## src/rtl/rift2_mem_port_arbiter.sv

```systemverilog
// rift2 memory/debug port arbiter: shares the core's single memory port between the
// Wishbone slave window and the logic-analyzer debug requester, one transaction at a time.
module rift2_mem_port_arbiter #(
    parameter logic [31:0] BASE_ADDR = 32'h3000_0000,
    parameter logic [31:0] WIN_MASK  = 32'h0000_FFFF,
    parameter int          ADDR_W    = 16,
    parameter int          TIMEOUT   = 255,
    parameter logic [31:0] ERR_DATA  = 32'hDEAD_BEEF
) (
    input  logic              wb_clk_i,
    input  logic              wb_rst_n_i,
    input  logic              wbs_cyc_i,
    input  logic              wbs_stb_i,
    input  logic              wbs_we_i,
    input  logic [3:0]        wbs_sel_i,
    input  logic [31:0]       wbs_adr_i,
    input  logic [31:0]       wbs_dat_i,
    output logic              wbs_ack_o,
    output logic [31:0]       wbs_dat_o,
    input  logic              la_valid_i,
    input  logic              la_we_i,
    input  logic [ADDR_W-1:0] la_adr_i,
    input  logic [31:0]       la_dat_i,
    output logic              la_ready_o,
    output logic              la_rsp_valid_o,
    output logic [31:0]       la_rsp_data_o,
    output logic              mem_req_o,
    output logic              mem_we_o,
    output logic [3:0]        mem_wstrb_o,
    output logic [ADDR_W-1:0] mem_addr_o,
    output logic [31:0]       mem_wdata_o,
    input  logic              mem_gnt_i,
    input  logic              mem_rvalid_i,
    input  logic [31:0]       mem_rdata_i,
    output logic              timeout_o
);

    typedef enum logic [1:0] {S_IDLE, S_ISSUE, S_WAIT, S_RESP} state_t;
    typedef enum logic {SRC_WB, SRC_LA} src_t;

    localparam logic [15:0] TO_LIMIT = 16'(TIMEOUT);

    state_t      state, state_nxt;
    src_t        owner, last;
    logic [15:0] cnt;
    logic        wb_hit, wb_req, la_req;
    logic        grant_wb, grant_la;
    logic        expired;
    logic [31:0] resp_data;

    assign wb_hit = ((wbs_adr_i & ~WIN_MASK) == BASE_ADDR);
    assign wb_req = wbs_cyc_i & wbs_stb_i & wb_hit;
    assign la_req = la_valid_i;

    // On a tie the requester that was not served last wins.
    assign grant_wb = (state == S_IDLE) && wb_req && (!la_req || (last == SRC_LA));
    assign grant_la = (state == S_IDLE) && la_req && !grant_wb;

    assign expired   = (cnt == TO_LIMIT);
    assign resp_data = timeout_o ? ERR_DATA : mem_rdata_i;

    always_comb begin
        state_nxt      = state;
        timeout_o      = 1'b0;
        mem_req_o      = 1'b0;
        wbs_ack_o      = 1'b0;
        la_rsp_valid_o = 1'b0;
        la_ready_o     = grant_la && wb_rst_n_i;
        case (state)
            S_IDLE: begin
                if (grant_wb || grant_la)
                    state_nxt = S_ISSUE;
            end
            S_ISSUE: begin
                if (expired) begin
                    timeout_o = 1'b1;
                    state_nxt = S_RESP;
                end else begin
                    mem_req_o = 1'b1;
                    if (mem_gnt_i)
                        state_nxt = S_WAIT;
                end
            end
            S_WAIT: begin
                if (mem_rvalid_i) begin
                    state_nxt = S_RESP;
                end else if (expired) begin
                    timeout_o = 1'b1;
                    state_nxt = S_RESP;
                end
            end
            S_RESP: begin
                // A master that dropped cyc has abandoned the cycle, so it gets no ack.
                wbs_ack_o      = (owner == SRC_WB) && wbs_cyc_i;
                la_rsp_valid_o = (owner == SRC_LA);
                state_nxt      = S_IDLE;
            end
            default: state_nxt = S_IDLE;
        endcase
    end

    always_ff @(posedge wb_clk_i or negedge wb_rst_n_i) begin
        if (!wb_rst_n_i) begin
            state         <= S_IDLE;
            owner         <= SRC_WB;
            last          <= SRC_LA;
            cnt           <= '0;
            mem_we_o      <= 1'b0;
            mem_wstrb_o   <= '0;
            mem_addr_o    <= '0;
            mem_wdata_o   <= '0;
            wbs_dat_o     <= '0;
            la_rsp_data_o <= '0;
        end else begin
            state <= state_nxt;

            if (state == S_ISSUE || state == S_WAIT)
                cnt <= cnt + 16'd1;
            else
                cnt <= '0;

            if (grant_wb) begin
                owner       <= SRC_WB;
                last        <= SRC_WB;
                mem_we_o    <= wbs_we_i;
                mem_wstrb_o <= wbs_sel_i;
                mem_addr_o  <= wbs_adr_i[ADDR_W-1:0];
                mem_wdata_o <= wbs_dat_i;
            end else if (grant_la) begin
                owner       <= SRC_LA;
                last        <= SRC_LA;
                mem_we_o    <= la_we_i;
                mem_wstrb_o <= 4'hF;
                mem_addr_o  <= la_adr_i;
                mem_wdata_o <= la_dat_i;
            end

            // Response data is latched on entry to RESP and held until the next response.
            if (state != S_RESP && state_nxt == S_RESP) begin
                if (owner == SRC_WB)
                    wbs_dat_o <= mem_we_o ? 32'h0 : resp_data;
                else
                    la_rsp_data_o <= resp_data;
            end
        end
    end

endmodule

```

## config.mk

```make
export PLATFORM = sky130hd
export DESIGN_NAME = rift2_mem_port_arbiter
export DESIGN_NICKNAME = d
export VERILOG_FILES = /design/src/rtl/rift2_mem_port_arbiter.sv
export SDC_FILE = /design/constraint.sdc
export NUM_CORES = 1
export LEC_CHECK = 0
export CAP_MARGIN = 25
export CORE_UTILIZATION = 39
export DETAILED_ROUTE_END_ITERATION = 10
export PLACE_DENSITY_LB_ADDON = 0.08
export REMOVE_ABC_BUFFERS = 1
export SYNTH_ARGS = -nofsm -noshare
export SYNTH_HDL_FRONTEND = slang
export SYNTH_SLANG_ARGS = --single-unit
export TNS_END_PERCENT = 50
```

## constraint.sdc

```tcl
create_clock -name wb_clk_i -period 2.8 [get_ports wb_clk_i]
set_clock_uncertainty 0.15 [all_clocks]
set_input_delay 0.7 -clock wb_clk_i [delete_from_list [all_inputs] [get_ports wb_clk_i]]
set_output_delay 0.7 -clock wb_clk_i [all_outputs]
set_load 0.1 [all_outputs]
```

; ---- Word level (Yosys, flattened, before mapping)
; Index checks and enable logic that the tools add are counted.
[totals]
register_bits = 137
in_bits = 157
out_inout_bits = 122
[classes]
addsub = 1
n_eq_ne = 7
n_mux = 26
bitwise_logic = 3
reduce_logical = 16
[ops]
columns = operator, n
row1 = two-way mux 32 bit, 4
row2 = two-way mux 16 bit, 3
row3 = "adder 16 x 1 -> 16 bit, second input constant", 1
row4 = "== test 16 x 14 -> 1 bit, second input constant", 1
row5 = "== test 16 x 8 -> 1 bit, second input constant", 1
row6 = two-way mux 1 bit, 10
row7 = two-way mux 2 bit, 5
row8 = two-way mux 4 bit, 2
row9 = one-hot mux 2 bit (4 select lines), 1
row10 = logical AND 1 bit, 7
row11 = "== test 2 bit, second input constant", 3
row12 = AND reduction 2 bit, 2
row13 = logical OR 1 bit, 3
row14 = AND 1 bit, 2
row15 = "== test 2 x 1 -> 1 bit, second input constant", 1
row16 = logical NOT 1 bit, 2
row17 = logical NOT 2 bit, 1
row18 = "inequality test 2 bit, second input constant", 1
row19 = one-hot mux 1 bit (2 select lines), 1
row20 = nonzero test 2 bit, 1
row21 = inverter 1 bit, 1

; ---- Longest topological paths before layout
; Gate-level depths: netlist of the first run.
[logic_depth]
ltp_word = 12
ltp_mapped = 10
depth_no_buf = 9

; ---- Worst setup path after synthesis of the first run
; OpenSTA, ideal clock, no wires.
[synth_timing]
kind = reg2reg
start = reg state[0]
end = reg wbs_dat_o[14]
setup_time_ns = 0.079
t_arrival_ns = 3.114
slack_ns = -0.543
path_stages_with_launch = 11
path_cell_list = dfrtp_1 > inv_1 > ha_1 > inv_1 > nor2_1 > o211ai_1 > buf_2 > clkinv_1 > nor2_1 > nand2_1 > mux2i_1
[synth_via]
word_cells_on_any_way = 23
[synth_rtl]
columns = element, line
row1 = "start, declared", 43  ; state_t state, state_nxt;
row2 = "start signal, assigned", 115  ; state <= state_nxt;
row3 = == test 2 bit or == test 2 x 1 -> 1 bit (tied branches), 69  ; case (state)
row4 = one-hot mux 1 bit (2 select lines) (*), 69
row5 = via timeout_o, 35  ; output logic timeout_o
row6 = two-way mux 32 bit (*), 60  ; assign resp_data = timeout_o ? ERR_DATA : mem_rdata_i;
row7 = two-way mux 32 bit (*), 141  ; wbs_dat_o <= mem_we_o ? 32'h0 : resp_data;
row8 = "end signal, assigned", 141
row9 = "end, declared", 19  ; output logic [31:0] wbs_dat_o,
; Mark *: on every way through the listed nets, which the timed path passes. The rest lies on a longest branch.
; A chain may end at the register's enable or synchronous reset.

; ---- Final worst setup path of the first run
[layout_timing]
start = reg cnt[13]
end = out timeout_o
[layout_via]
elab_chain_cells = 4
[layout_lines]
columns = element, line
row1 = "start, declared", 45  ; logic [15:0] cnt;
row2 = "start signal, assigned", 118  ; cnt <= cnt + 16'd1;
row3 = == test 16 x 8 -> 1 bit (*), 59  ; assign expired = (cnt == TO_LIMIT);
row4 = two-way mux 1 bit (*), "75, 87"
row5 = two-way mux 1 bit, 85  ; if (mem_rvalid_i) begin
row6 = one-hot mux 1 bit (2 select lines) (*), 69
row7 = "end, declared", 35
; Mark *: on every way between the ends. The rest lies on a longest branch, timed or not.

==> metrics, run 1 <==
gr ovfl total 0; Synth area leaders dfrtp_1, nand2_1, a31oi_1; Final Hold Vio Count 0; Die Y 130 microns; R2R depth 8; synth warn 0; crit path max fanout 2; CP Data Required Time 1950 ps; count of maximum capacitance violations 0; final setup fails 3; Tcrit/Tclk final 107%; Gate Count Post-Synth 634; top cell type's share of synthesized area 52.9%; top_reg_cell synth dfrtp_1; WL final around 19 mm; GRT Total Usage 22.0%; via density per instance 4.83; nets 1095; Site Rows 46; Worst Setup End Kind output pin; drt pass-1 iters 7; Arr. time, crit path between 2000 and 2500 ps; outcome finished with violations; Routed Antenna Nets 0; Seq/Total Area, Yosys 53.3%; RSZ-0062 raised after global routing yes; Clock Latency Late Sink 410 ps; Final Cell Area 10200 sq um; failing checks setup timing; post-DP HPWL about 13 mm; Placeable Area 16000 sq um; TritonCTS clock tree built; Async S/R FF share, synth 100%; CP startpoint kind flop; Max Freq 0.334 GHz; first-pass GRT wire length 28.5 mm; Reg clk slew, reported paths 50 ps; count of input and output buffers roughly 280; Routed WL per cell 16.3 microns; worst setup path class reg2out; total vias in the final route between 5000 and 6000; CTS max path bufs 2; vias in the first global route 5630; dominant cell type by area after synthesis dfrtp_1; Area Overhead vs Synth 58.0%; antenna violations before repair 0; Leak 4.97 nW; diode count 0; final worst slack -197 ps; Sink Count 137; DR iter-0 viols 190; measured slew at the worst slew-check pin 780 ps; synthesized area 6430 sq um; Setup WS pre-CTS -416 ps; HP Class in2async; cell area power density 1350 nW/um^2; Synth cell types 47; H-Tree Depth 4; Rel. slew slack 48.0%; share of cells above drive strength 1 25.6%; Die Width 130 microns; Final Wtd Congestion 0.793; TritonCTS Buffers 17; Final TNS setup -448 ps; placed inst area a little over 9000 sq um; largest net degree at the start of global routing 138; Final Slew Violations 0; Final min period 3000 ps; Starting Density 40.2%; CTS hold repair buffers 0; VDD IR-drop max around 0.84 mV; Post-synth EDFFs 0; synthesized area per cell 10.1 sq um; DIE AREA 17000 sq um; Yosys reg bits ~140; Residual DRC 0; IO Count 279; Root Buffer clkbuf_16
worst paths after layout:
| kind | start | to | slack, ps |
|---|---|---|---|
| min in group wb_clk_i | cnt[0] | cnt[0] | 340 |
| min reg2reg | cnt[0] | cnt[0] | 340 |
| max reg2reg | cnt[13] | wbs_dat_o[5] | 70 |
| min | wb_rst_n_i | la_rsp_data_o[3] | 250 |
| max in group asynchronous | wb_rst_n_i | mem_wdata_o[23] | 1630 |
| max | cnt[13] | timeout_o | -200 |
placed cells by master, fill, tap and decap left out, types with 6 or more instances in the layout:
| cell | netlist | layout |
|---|---|---|
| a21oi_1 | 6 | 6 |
| a31oi_1 | 49 | 49 |
| and2_1 | 13 | 12 |
| buf_12 | 2 | 11 |
| buf_4 | 0 | 141 |
| clkbuf_16 | 0 | 19 |
| clkdlybuf4s50_1 | 0 | 138 |
| dfrtp_1 | 136 | 136 |
| dlygate4sd2_1 | 0 | 7 |
| dlymetal6s2s_1 | 0 | 7 |
| ha_1 | 7 | 6 |
| inv_1 | 27 | 25 |
| mux2_1 | 8 | 7 |
| mux2_4 | 18 | 30 |
| mux2i_1 | 22 | 22 |
| nand2_1 | 122 | 121 |
| nand2b_1 | 18 | 18 |
| nand3_1 | 8 | 7 |
| nor2_1 | 79 | 79 |
| nor2b_1 | 19 | 19 |
| xnor2_1 | 8 | 8 |
cells by family (layout without fill, tap and decap cells):
group	count (synthesis)	after routing	share of synthesized area, %
and+or+nand+nor	282	282	20.0
muxes	64	64	11.8
xor gates and xnor gates	10	10	1.36
adders and majority gates	7	7	1.36
buffers and inverters	63	373	4.75
AOI/OAI and AO/OA	71	71	7.45
DFF	137	137	53.3
per-stage QoR:
step | power, W | util, % | std cells | hold WS, ps
2_1_floorplan | 0.00930 | - | 599 | 254
3_3_place_gp | 0.0112 | 58.1 | 1115 | 322
3_5_place_dp | 0.0114 | 58.1 | 1115 | 336
4_1_cts | 0.0137 | 62.2 | 1150 | 314
5_1_grt | 0.0143 | 63.5 | 1160 | 334
6_report | 0.0137 | 63.5 | 1160 | 247
registers in the layout (all words and copies together) (netlist names):
signal	count
owner	1
mem_we_o	1
mem_wstrb_o	4
state	2
mem_addr_o	16
last	1
mem_wdata_o	32
cnt	16
wbs_dat_o	32
la_rsp_data_o	32
final cells by class:
type	count	area (sq um)
Fill cell	1340	5840
Multi-Input combinational cell	434	2820
Clock inverter	6	111
Tap cell	216	270
Inverter	28	106
Clock buffer	26	499
Timing Repair Buffer	313	2920
Sequential cell	137	3430
power by group:
| part | internal (W) | switching (W) |
|---|---|---|
| sequential | 0.00266 | 0.000421 |
| clock | 0.00150 | 0.000812 |
| combinational | 0.00210 | 0.00626 |
worst max-delay path, cell delays in order (launching register included):
cell      delay (ps)
dfrtp_1          370
or4_4            550
nor4_4           260
o211ai_1         210
clkinv_2         160
buf_12           180
synthesized netlist by cell type, types with 6 or more instances:
library cell  number
a21oi_1            6
a31oi_1           49
and2_1            13
clkbuf_1          26
dfrtp_1          136
ha_1               7
inv_1             27
mux2_1             8
mux2_2            16
mux2_4            18
mux2i_1           22
nand2_1          122
nand2b_1          18
nand3_1            8
nor2_1            79
nor2b_1           19
or3_1              6
xnor2_1            8
metal layers:
metal | track usage [%] | wire length [microns]
met5 | 0 | 0
met1 | 25.7 | 7540
met2 | 37.5 | 9400
met4 | 6.96 | 340
met3 | 8.18 | 1640
repair_timing:
action / CTS / global route
resized for setup: 17 / 32
pin swaps: 9 / 11
buffers inserted: 3 / 7
gates cloned: 0 / 3
setup endpoints to repair: 3 / 67
Power figures use the tool's default switching activity.
==> run 2: changes to the inputs <==
--- a/config.mk
+++ b/config.mk
@@ -6,8 +6,9 @@
 export NUM_CORES = 1
 export LEC_CHECK = 0
+export ABC_AREA = 0
 export CAP_MARGIN = 25
 export CORE_UTILIZATION = 39
 export DETAILED_ROUTE_END_ITERATION = 10
-export PLACE_DENSITY_LB_ADDON = 0.08
+export PLACE_DENSITY = 0.85
 export REMOVE_ABC_BUFFERS = 1
 export SYNTH_ARGS = -nofsm -noshare
--- a/constraint.sdc
+++ b/constraint.sdc
@@ -3,3 +3,3 @@
 set_input_delay 0.7 -clock wb_clk_i [delete_from_list [all_inputs] [get_ports wb_clk_i]]
 set_output_delay 0.7 -clock wb_clk_i [all_outputs]
-set_load 0.1 [all_outputs]
+set_load 0.01 [all_outputs]
==> run 2 against run 1 <==
Compared with the run above: the flow still finishes with violations (setup timing); sequential share of layout area down 1.2 points; final area rose by 3.7%; hold slack gained 1.5 ps; via count increased by 3.9%; clock-buffer cell count shrank 9; flip-flop and latch count did not move; global-route usage is 1.5 points higher; first-iteration DRC count is 28% higher; clock power decreased by 5%; non-clock buffer count is 16 higher; combinational power is 51% lower; routed wire length grew 3.0%; critical path type unchanged; largest power group unchanged.
==> metrics, run 2 (synthesized netlist as in run 1, its figures left out) <==
post-DP HPWL 13.1 mm (-1.5%); Net Sw Frac 32.8% (-22 points); gr ovfl total 0 (unchanged); Sequential cell area 3430 sq um (unchanged); share of cells above drive strength 1 15.3% (-10 points); Tcrit/Tclk final 105% (-1.6 points); Final Slew Violations 0 (unchanged); final core occ 65.9% (+2.4 points); Rel. slew slack 49.3% (+1.3 points); drt pass-1 iters 4 (-3); met3 WL post-DR 1.43 mm (-13%); measured slew at the worst slew-check pin 760 ps (-20.1 ps); TritonCTS clock tree built; total vias in the final route 5827 (+3.9%); cell area power density 890 nW/um^2 (-34%); Arr. time, crit path 2100 ps (-50 ps); Reg clk slew, reported paths 60 ps (about the same); antenna violations before repair 0 (unchanged); worst r2r src cnt[9]; Final TNS setup -510 ps (-61.7 ps); Clock Latency Late Sink 410 ps (about the same); Setup WS pre-CTS -710 ps (-294 ps); Gate power share 43.8% (-17 points); Worst Setup End Kind output pin; filler instances 1244 (-7.2%); vias in the first global route 5949 (+5.7%); diode count 0 (unchanged); CP startpoint kind flop; top routing layer used met4; VDD IR-drop max 0.446 mV (-47%); failing checks setup timing; commonest non-fill, non-tap cell in the layout clkdlybuf4s50_1; Residual DRC 0 (unchanged); Final min period 2950 ps (-43.8 ps); TritonCTS Buffers 17 (unchanged); Sink Count 137 (unchanged); internal power 0.00630 W (+0.62%); met2 WL post-DR 9.52 mm (+1.3%); nets 1111 (+1.5%); GRT Total Usage 23.5% (+1.5 points); Root Buffer clkbuf_16; CP Data Required Time 1950 ps (about the same); outcome finished with violations; reg-to-reg setup timing slack -30 ps (-100 ps); most frequent cells in the layout clkdlybuf4s50_1, dfrtp_1, nand2_1, nor2_1, a31oi_1; Placeable Area 16000 sq um (unchanged); CP startpoint cnt[9]; count of input and output buffers 278 (unchanged); via density per instance 4.95 (+2.5%); IO Count 279 (unchanged); final setup fails 10 (+7); Final Wtd Congestion 0.750 (-5.4%); Site Rows 46 (unchanged); DR iter-0 viols 243 (+28%); Routed Antenna Nets 0 (unchanged); met1 wire length 8.18 mm (+8.4%); Leak 4.88 nW (-2.0%); count of maximum capacitance violations 0 (unchanged); WL final 19.5 mm (+3.0%); CTS max path bufs 2 (unchanged); largest net degree at the start of global routing 138 (unchanged); DIE AREA 17000 sq um (unchanged); H-Tree Depth 4 (unchanged); Max Freq 0.339 GHz (+1.5%); CTS hold repair buffers 0 (unchanged); crit path max fanout 2 (unchanged); Area Overhead vs Synth 63.8%; Clk pwr share 23.4% (+6.6 points); final worst slack -153 ps (+43.8 ps); worst setup path class reg2out; Die Y 130 microns (unchanged); first-pass GRT wire length 30.5 mm (+7.0%); part of the power in registers 32.8% (+10 points); HP Class in2async; area of the multi-input gates 2850 sq um (+1.1%); RSZ-0062 raised after global routing yes; Die Width 130 microns (unchanged); WHS 249 ps (+1.55 ps); Final Hold Vio Count 0 (unchanged); Routed WL per cell 16.6 microns (+1.6%); Starting Density 40.2% (unchanged); Largest regs la_rsp_data_o x32, mem_wdata_o x32, wbs_dat_o x32; Net Switching 0.00308 W (-59%)
run 2: final timing paths:
| check | endpoint | cells after the start |
|---|---|---|
| max | timeout_o | 6 |
| min in group wb_clk_i | wbs_dat_o[27] | 1 |
| max in group asynchronous | mem_addr_o[9] | 2 |
| max reg2reg | wbs_dat_o[5] | 10 |
| min reg2reg | wbs_dat_o[27] | 1 |
| min | la_rsp_data_o[17] | 2 |
run 2: critical path: stages (launching register included):
cell	delay (ps)
dfrtp_1	370
or4_4	540
nor4_4	290
buf_4	170
o211ai_1	120
clkinv_1	90
buf_6	110
run 2: final cells by class:
type,instances,share of cell area [%]
clock buffers,17,4.04
clock inverters,15,1.44
inverters,28,0.997
multi-input cells,434,27.1
flip-flops and latches,137,32.5
well taps,216,2.56
repair buffers,329,31.4
run 2: repair_timing:
item,CTS,global route
buffers inserted,9,5
resized for setup,45,30
endpoints found under the hold margin,0,0
cloned,3,0
endpoints found under the setup margin,67,68
pin swaps,11,2
run 2: power by group through the flow:
stage / registers [W] / logic (W) / clock network (W)
2_1_floorplan: 0.00338 / 0.00145 / 0
3_3_place_gp: 0.00307 / 0.00388 / 0
6_report: 0.00308 / 0.00410 / 0.00220
3_5_place_dp: 0.00308 / 0.00398 / 0
4_1_cts: 0.00308 / 0.00405 / 0.00224
5_1_grt: 0.00315 / 0.00444 / 0.00234
run 2: layer usage:
metal,vias to the layer above,GRT usage (%)
li1,2739,-
met1,2822,29.4
met2,235,39.1
met3,31,6.35
met4,0,8.65
met5,-,0
run 2: per-stage QoR:
step | cell area, sq um | cells | power, W
after global placement | 9630 | 1129 | 0.00695
after CTS | 10400 | 1173 | 0.00937
after detailed placement | 9630 | 1129 | 0.00706
final | 10500 | 1176 | 0.00938
after global routing | 10500 | 1176 | 0.00994
after floorplan | 6230 | 599 | 0.00483
